==> src/rtl/display_scan_ctrl.sv <==
// Four-digit multiplexed 7-segment scan controller with on-time/dead-time sequencing,
// hex decode, leading-zero blanking and a frame-synchronous double-buffered display.
module display_scan_ctrl #(
  parameter int CLK_DIV      = 50000,
  parameter int BLANK_CYCLES = 500
) (
  input  logic        clk,
  input  logic        rst_n,
  input  logic        enable,
  input  logic        load,
  input  logic [15:0] digits,
  input  logic [3:0]  dp_en,
  input  logic        lzb,
  output logic [3:0]  dis_sel,
  output logic [6:0]  seg,
  output logic        dp,
  output logic        frame_done
);

  localparam int MAX_CNT = (CLK_DIV > BLANK_CYCLES) ? CLK_DIV : BLANK_CYCLES;
  localparam int CW      = $clog2(MAX_CNT + 1);
  localparam logic [CW-1:0] SHOW_LAST  = CW'(CLK_DIV - 1);
  localparam logic [CW-1:0] BLANK_LAST = CW'((BLANK_CYCLES > 0) ? BLANK_CYCLES - 1 : 0);

  typedef enum logic [1:0] {IDLE, SHOW, BLANK} state_t;

  typedef struct packed {
    logic [15:0] digits;
    logic [3:0]  dp_en;
  } disp_buf_t;

  state_t        state_q, state_d;
  logic [1:0]    idx_q, idx_d;
  logic [CW-1:0] cnt_q, cnt_d;
  disp_buf_t     shadow_q, shadow_d;
  disp_buf_t     pending_q, pending_d;
  logic          pending_valid_q, pending_valid_d;
  logic [3:0]    dis_sel_q, dis_sel_d;
  logic [6:0]    seg_q, seg_d;
  logic          dp_q, dp_d;
  logic          frame_done_q, frame_done_d;
  logic          boundary;
  logic [3:0]    nibble;
  logic          lz_blank;

  function automatic logic [6:0] decode_hex(input logic [3:0] h);
    case (h)
      4'h0: decode_hex = 7'b1000000;
      4'h1: decode_hex = 7'b1111001;
      4'h2: decode_hex = 7'b0100100;
      4'h3: decode_hex = 7'b0110000;
      4'h4: decode_hex = 7'b0011001;
      4'h5: decode_hex = 7'b0010010;
      4'h6: decode_hex = 7'b0000010;
      4'h7: decode_hex = 7'b1111000;
      4'h8: decode_hex = 7'b0000000;
      4'h9: decode_hex = 7'b0010000;
      4'hA: decode_hex = 7'b0001000;
      4'hB: decode_hex = 7'b0000011;
      4'hC: decode_hex = 7'b1000110;
      4'hD: decode_hex = 7'b0100001;
      4'hE: decode_hex = 7'b0000110;
      default: decode_hex = 7'b0001110;
    endcase
  endfunction

  // Sequencing and buffer management.
  always_comb begin
    // NOTE: every variable gets a default first so no path leaves it unassigned (no latches).
    state_d         = state_q;
    idx_d           = idx_q;
    cnt_d           = cnt_q;
    shadow_d        = shadow_q;
    pending_d       = pending_q;
    pending_valid_d = pending_valid_q;
    boundary        = 1'b0;

    unique case (state_q)
      IDLE: begin
        if (enable) begin
          state_d = SHOW;
          idx_d   = 2'd0;
          cnt_d   = '0;
        end
      end
      SHOW: begin
        if (cnt_q == SHOW_LAST) begin
          cnt_d = '0;
          if (BLANK_CYCLES > 0) begin
            state_d = BLANK;
          end else begin
            idx_d    = idx_q + 2'd1;
            boundary = (idx_q == 2'd3);
          end
        end else begin
          cnt_d = cnt_q + 1'b1;
        end
      end
      BLANK: begin
        if (cnt_q == BLANK_LAST) begin
          cnt_d    = '0;
          state_d  = SHOW;
          idx_d    = idx_q + 2'd1;
          boundary = (idx_q == 2'd3);
        end else begin
          cnt_d = cnt_q + 1'b1;
        end
      end
      default: state_d = IDLE;
    endcase

    if (!enable) begin
      state_d  = IDLE;
      idx_d    = 2'd0;
      cnt_d    = '0;
      boundary = 1'b0;
    end

    // Live data bypasses the pending stage when idle or exactly at the frame swap.
    if (state_q == IDLE) begin
      if (load) shadow_d = '{digits: digits, dp_en: dp_en};
    end else if (boundary) begin
      if (load)                 shadow_d = '{digits: digits, dp_en: dp_en};
      else if (pending_valid_q) shadow_d = pending_q;
      pending_valid_d = 1'b0;
    end else if (load) begin
      pending_d       = '{digits: digits, dp_en: dp_en};
      pending_valid_d = 1'b1;
    end

    frame_done_d = boundary;
  end

  // Outputs are derived from next-state values so they register on the same edge as the state.
  always_comb begin
    nibble = shadow_d.digits[{idx_d, 2'b00} +: 4];
    lz_blank = 1'b0;
    if (lzb) begin
      case (idx_d)
        2'd3:    lz_blank = (shadow_d.digits[15:12] == 4'h0);
        2'd2:    lz_blank = (shadow_d.digits[15:8]  == 8'h00);
        2'd1:    lz_blank = (shadow_d.digits[15:4]  == 12'h000);
        default: lz_blank = 1'b0;
      endcase
    end

    dis_sel_d = 4'b1111;
    seg_d     = 7'h7F;
    dp_d      = 1'b1;
    if (state_d == SHOW) begin
      dis_sel_d = ~(4'b0001 << idx_d);
      seg_d     = lz_blank ? 7'h7F : decode_hex(nibble);
      dp_d      = ~shadow_d.dp_en[idx_d];
    end
  end

  // NOTE: sequential state uses non-blocking assignments so all flops sample together.
  always_ff @(posedge clk or negedge rst_n) begin
    if (!rst_n) begin
      state_q         <= IDLE;
      idx_q           <= 2'd0;
      cnt_q           <= '0;
      // NOTE: the display buffers are reset too, so a fresh enable never shows stale data.
      shadow_q        <= '0;
      pending_q       <= '0;
      pending_valid_q <= 1'b0;
      dis_sel_q       <= 4'b1111;
      seg_q           <= 7'h7F;
      dp_q            <= 1'b1;
      frame_done_q    <= 1'b0;
    end else begin
      state_q         <= state_d;
      idx_q           <= idx_d;
      cnt_q           <= cnt_d;
      shadow_q        <= shadow_d;
      pending_q       <= pending_d;
      pending_valid_q <= pending_valid_d;
      dis_sel_q       <= dis_sel_d;
      seg_q           <= seg_d;
      dp_q            <= dp_d;
      frame_done_q    <= frame_done_d;
    end
  end

  assign dis_sel    = dis_sel_q;
  assign seg        = seg_q;
  assign dp         = dp_q;
  assign frame_done = frame_done_q;

endmodule

==> config.mk <==
export PLATFORM = sky130hd
export DESIGN_NAME = display_scan_ctrl
export DESIGN_NICKNAME = d
export VERILOG_FILES = /design/src/rtl/display_scan_ctrl.sv
export SDC_FILE = /design/constraint.sdc
export NUM_CORES = 1
export LEC_CHECK = 0
export ABC_AREA = 1
export CORE_MARGIN = 3
export CORE_UTILIZATION = 48
export CTS_BUF_LIST = sky130_fd_sc_hd__clkbuf_4 sky130_fd_sc_hd__clkbuf_8
export CTS_CLUSTER_DIAMETER = 30
export CTS_CLUSTER_SIZE = 30
export DETAILED_ROUTE_END_ITERATION = 7
export GPL_TIMING_DRIVEN = 0
export PLACE_DENSITY = 0.74
export SYNTH_ARGS = -nofsm -noshare
export SYNTH_HDL_FRONTEND = slang
export SYNTH_SLANG_ARGS = --single-unit
==> constraint.sdc <==
create_clock -name clk -period 3.07 [get_ports clk]
set_input_delay 0.4605 -clock clk [delete_from_list [all_inputs] [get_ports clk]]
set_output_delay 0.4605 -clock clk [all_outputs]
set_load 0.02 [all_outputs]
**After elaboration in Yosys (flattened, before gate mapping)**

Memories as Yosys holds them, arrays and structs flattened.
Index checks and enable logic that the tools add are counted.

- Output and inout port bits: 13
- Memories: 1
- Bits in registers: 74
- Word-level logic and storage cells: 68
- Bits in read-only memories: 112
- Input port bits: 25

- Bitwise logic cells: 4
- Magnitude comparators: 1
- Mux-type cells: 29
- Reductions and logical operators: 7
- Equality and inequality tests: 10
- Shift-type cells: 2
- Add/sub/neg operators: 2

Memories:

| memory | words | bits a word | read ports | clocked after Yosys merged registers in | wr ports | line | source |
|---|---|---|---|---|---|---|---|
| (name not given) | 16 | 7 | 1 | 0 | 0 | 47 | `case (h)` |

Operators with widths:

| operator | number |
|---|---|
| $mux W20 | 5 |
| $mux W16 | 3 |
| $pmux W16 S3 | 1 |
| $add A16 B1 Y16 const B | 1 |
| $eq A16 B16 Y1 const B | 1 |
| $eq A16 B9 Y1 const B | 1 |
| $shiftx A16 B5 Y4 | 1 |
| $mux W7 | 2 |
| $logic_not A12 Y1 | 1 |
| $mux W2 | 5 |
| $eq A2 B2 Y1 const B | 4 |
| $logic_not A8 Y1 | 1 |
| $mux W1 | 8 |
| $eq A2 B1 Y1 const B | 3 |
| $pmux W2 S3 | 1 |
| $logic_not A4 Y1 | 1 |
| $mux W4 | 1 |
| $ne A4 B1 Y1 const B | 1 |
| $not A4 Y4 | 1 |
| $pmux W2 S2 | 1 |
| $shl A1 B2 Y4 const A | 1 |
| $lt A2 B3 Y1 const B | 1 |
| $not A1 Y1 | 3 |
| $pmux W1 S3 | 1 |
| 6 further kinds | 6 |

**Longest topological paths before layout**

- Depth after elaboration: 11
- Depth in mapped cells: 21
- Gate-level depth less buffers: 21

**Least setup slack after synthesis**

Ideal clock, no wire load.

- Path type: register to register
- From: reg state_q[0]
- To: reg seg_q[0], in the netlist seg[0]
- Period minus slack after synthesis: 2.355 ns
- Data required time: 2.987 ns
- Path buffers: 1
- Setup slack: 0.715 ns
- Arrival time: 2.272 ns
- Library setup time: 0.083 ns
- Stages on the path, launching flop included: 18
- Path through: dfrtp_1 -> inv_1 -> ha_1 -> nand2_1 -> nor2_4 -> buf_4 -> nand4_1 -> nand3_1 -> nand2_1 -> nand2_1 -> nand2_1 -> nor2_2 -> inv_1 -> ha_1 -> nand3_1 -> nor2_1 -> nor2_1 -> nand3_1

RTL lines:

| element | line | source |
|---|---|---|
| start, declared | 32 | `state_t state_q, state_d;` |
| start signal, assigned | 172 | `state_q <= state_d;` |
| end signal, assigned | 179 | `seg_q <= seg_d;` |
| end, declared | 39 | `logic [6:0] seg_q, seg_d;` |

==> metrics.txt <==
sequential power share=45.7%; switching pwr=0.747 mW; r2r worst-path depth=17; synth-to-layout area growth=16.8%; total global-route track usage=21.7%; io pins=38; CTS H-tree depth=3; # placed instances=815; Core ar.=9330 um2; mux contribution to synthesized area=1.21%; final WL=11.4 mm; Ant. Diodes=0; first-pass GRT wire length=19.5 mm; Hold Slack=0.0484 ns; port bufs=37; CP endpoint kind=flop; Worst path top cell family by delay=simple AND/OR/NAND/NOR gates; yosys warns=0; die height=104 um; Clk pwr share=33.3%; syn avg cell area=7.17 um2; top-area cell type share of the netlist area=33.4%; crit path kind=in -> reg; EDFF count, synth=0; routed len/inst=13.8 um; largest net degree at the start of global routing=40; total power=2.52 mW; initial antenna violation count=0; Comb power frac=21.0%; Async S/R FF share, synth=100%; Sw Ratio=29.7%; R2R setup slack=0.28 ns; share of post-route cells with drive strength above 1=13.0%; row cnt=35; post-route cell area=5430 um2; CP Max Fanout=10; die area=10900 um2; Top cell by count, worst path=nand2_1; clk sinks=74; Root Driver=clkbuf_8; Skew-Pair Late Insertion Delay=0.36 ns; Post-Syn Area=4650 um2; maximum VDD drop=0.233 mV; most frequent cell after synthesis=nand2_1; fin crit share=91.8%; hold_buf cts=0; status=finished, final reports clean; predominant post-synthesis flop cell=dfrtp_1; CTS tree=built; internal power=1.77 mW; Buffers & Inverters on Critical Path=4; RR Startpoint=state_q[0]$_DFF_PN0_; first-pass detailed-route iteration total=5; Area after DPL=5190 um2; Tmin final=2.82 ns; grt ovf=0; vias in the first global route=4138; fmax=0.355 GHz; Post-Synth Adder-Cell Area=2.96%; Reg clk slew, reported paths=0.08 ns; Clock Skew=0.0146 ns; DRC Markers=0; slew margin rel.=58.1%; CP Cell Sequence=clkdlybuf4s50_1 > nand2_1 > nor2_4 > buf_4 > nand2_2 > inv_2 > nand2_1 > nand3_1 > nand2_1 > nand2_1 > nand2_1 > nor2_2 > inv_2 > ha_1 > nand2_2 > nand2_1 > nand2_1 > nand3_1; WP data arrival=3.07 ns; pwr/cell area=464 nW/um2; max incr delay on CP=0.66 ns; final setup vio count=0; Seq/Total Area, Yosys=40.2%; Synth Area in Compound Gates=10.4%; area leader, netlist=dfrtp_1; Post-Synth XOR/XNOR Area=0.754%; syn_nets=684; Area contributors post-synth=dfrtp_1, nand2_1, dfstp_2; final estimated routing congestion in global placement=0.891; unrepaired setup endpoints after global routing=no; Final Slew Violations=0; hold crit path type=in -> async; slowest stage cell on the critical path=clkdlybuf4s50_1; via count=4407; Worst Tran Pin Value=0.624 ns; nature of the critical path startpoint=input port; post-detail-place hpwl=8.67 mm; fin nets=733; total CTS buffers=9; chip width=104 um; post-synth cell types=37; post-route insts no fill=830; LEAKAGE=2.68 nW; Starting Density=49.8%; CP required=3.32 ns; largest family of logic cells by synthesized area=simple AND/OR/NAND/NOR gates; top cells by instance count after synthesis=nand2_1, inv_1, dfrtp_1; Reg-to-Reg End=seg[6]$_DFF_PN1_; initial drt markers=295; simple-gate portion of the synthesized area=35.4%; vias per cell=5.31; Syn Inst Count=648; number of synthesized register bits=74; max-cap violations=0; antenna-violating nets left=0; CTS max path bufs=2; Hold Fails Final Rpt=0
cell usage in the layout, fill, tap and decap left out, drive strengths merged, types with 5 or more instances in the layout:
master	synthesis	layout
dfrtp	62	62
nand4	10	10
ha	11	11
nand3	62	62
inv	88	88
o21ai	56	56
clkbuf	6	18
a21oi	16	16
mux2	5	5
nand2	201	201
buf	11	11
nor2	77	77
o211ai	7	7
dfstp	12	12
clkdlybuf4s50	0	35
sequential cells by signal, indices dropped and copies added (netlist names), 2 cells and up:
name and count:
pending_q 20, shadow_q 20, cnt_q 16, seg 7, dis_sel 4, idx_q 2
state_q 2
worst reg2reg max path, cell delays in order, from the launching register on:
cell and delay (ns):
dfrtp_1 0.42, inv_1 0.11, ha_1 0.15, buf_2 0.20
inv_1 0.09, buf_2 0.21, clkbuf_2 0.24, nand3_1 0.13
nand2_1 0.12, nand2_1 0.10, nand2_1 0.06, nor2_2 0.25
inv_2 0.08, ha_1 0.22, nand2_2 0.09, nand2_1 0.05
nand2_1 0.06, nand3_1 0.09
layer usage:
| layer | vias up | part of all wire, % | global-route usage (%) | wire length, um |
|---|---|---|---|---|
| met5 | - | 0 | 0 | 0 |
| met4 | 0 | 2.4 | 6.55 | 278 |
| li1 | 2160 | - | - | - |
| met2 | 205 | 46 | 35.5 | 5270 |
| met1 | 2014 | 44 | 28.8 | 5010 |
| met3 | 28 | 7.5 | 4.90 | 854 |
cells by family (layout without fill, tap and decap cells):
| kind of cell | after synthesis | count (layout) |
|---|---|---|
| multiplexers | 5 | 5 |
| buffers and inverters | 106 | 159 |
| XOR/XNOR | 4 | 4 |
| AO/OA/AOI/OAI | 89 | 89 |
| AND/OR/NAND/NOR | 359 | 359 |
| flip-flops | 74 | 74 |
| adder cells (fa/ha/maj) | 11 | 11 |
timing repair:
item	in CTS	in global routing
buffers inserted	0	0
hold endpoints to repair	0	0
resized for setup	0	7
endpoints found under the setup margin	0	6
worst max-delay path by stage:
stage	to	startpoint	depth (start not counted)	slack [ns]
after floorplan	seg[0]$_DFF_PN1_	state_q[0]$_DFF_PN0_	17	0.72
after global placement	state_q[0]$_DFF_PN0_	rst_n	1	-0.98
after detailed placement	seg[6]$_DFF_PN1_	load	17	-0.18
after CTS	seg[6]$_DFF_PN1_	load	17	0.17
after global routing	seg[5]$_DFF_PN1_	state_q[0]$_DFF_PN0_	17	0.02
final	seg[6]$_DFF_PN1_	enable	18	0.25
per-stage QoR:
stage / utilization, % / setup slack [ns] / TNS (ns)
after floorplan: - / 0.715 / 0
after global placement: 55.5 / -0.981 / -62.45
after detailed placement: 55.7 / -0.184 / -0.753
after CTS: 58.0 / 0.166 / 0
after global routing: 58.2 / 0.0238 / 0
final: 58.2 / 0.252 / 0
layout make-up:
| cell class | count | area [um2] |
|---|---|---|
| Fill cell | 878 | 3900 |
| Multi-Input combinational cell | 468 | 2370 |
| Sequential cell | 74 | 1870 |
| Timing Repair Buffer | 38 | 390 |
| Inverter | 89 | 334 |
| Tap cell | 129 | 161 |
| Clock buffer | 10 | 138 |
| Buffer | 17 | 88.8 |
| Clock inverter | 5 | 78.8 |
power by group through the flow:
stage | Clock (mW) | Sequential (mW) | Combinational, mW
after floorplan | 0 | 1.17 | 0.324
after detailed placement | 0 | 1.17 | 0.522
after global placement | 0 | 1.16 | 0.507
final | 0.839 | 1.15 | 0.528
after CTS | 0.850 | 1.15 | 0.525
after global routing | 0.894 | 1.16 | 0.597
(Power assumes the default switching activity.)
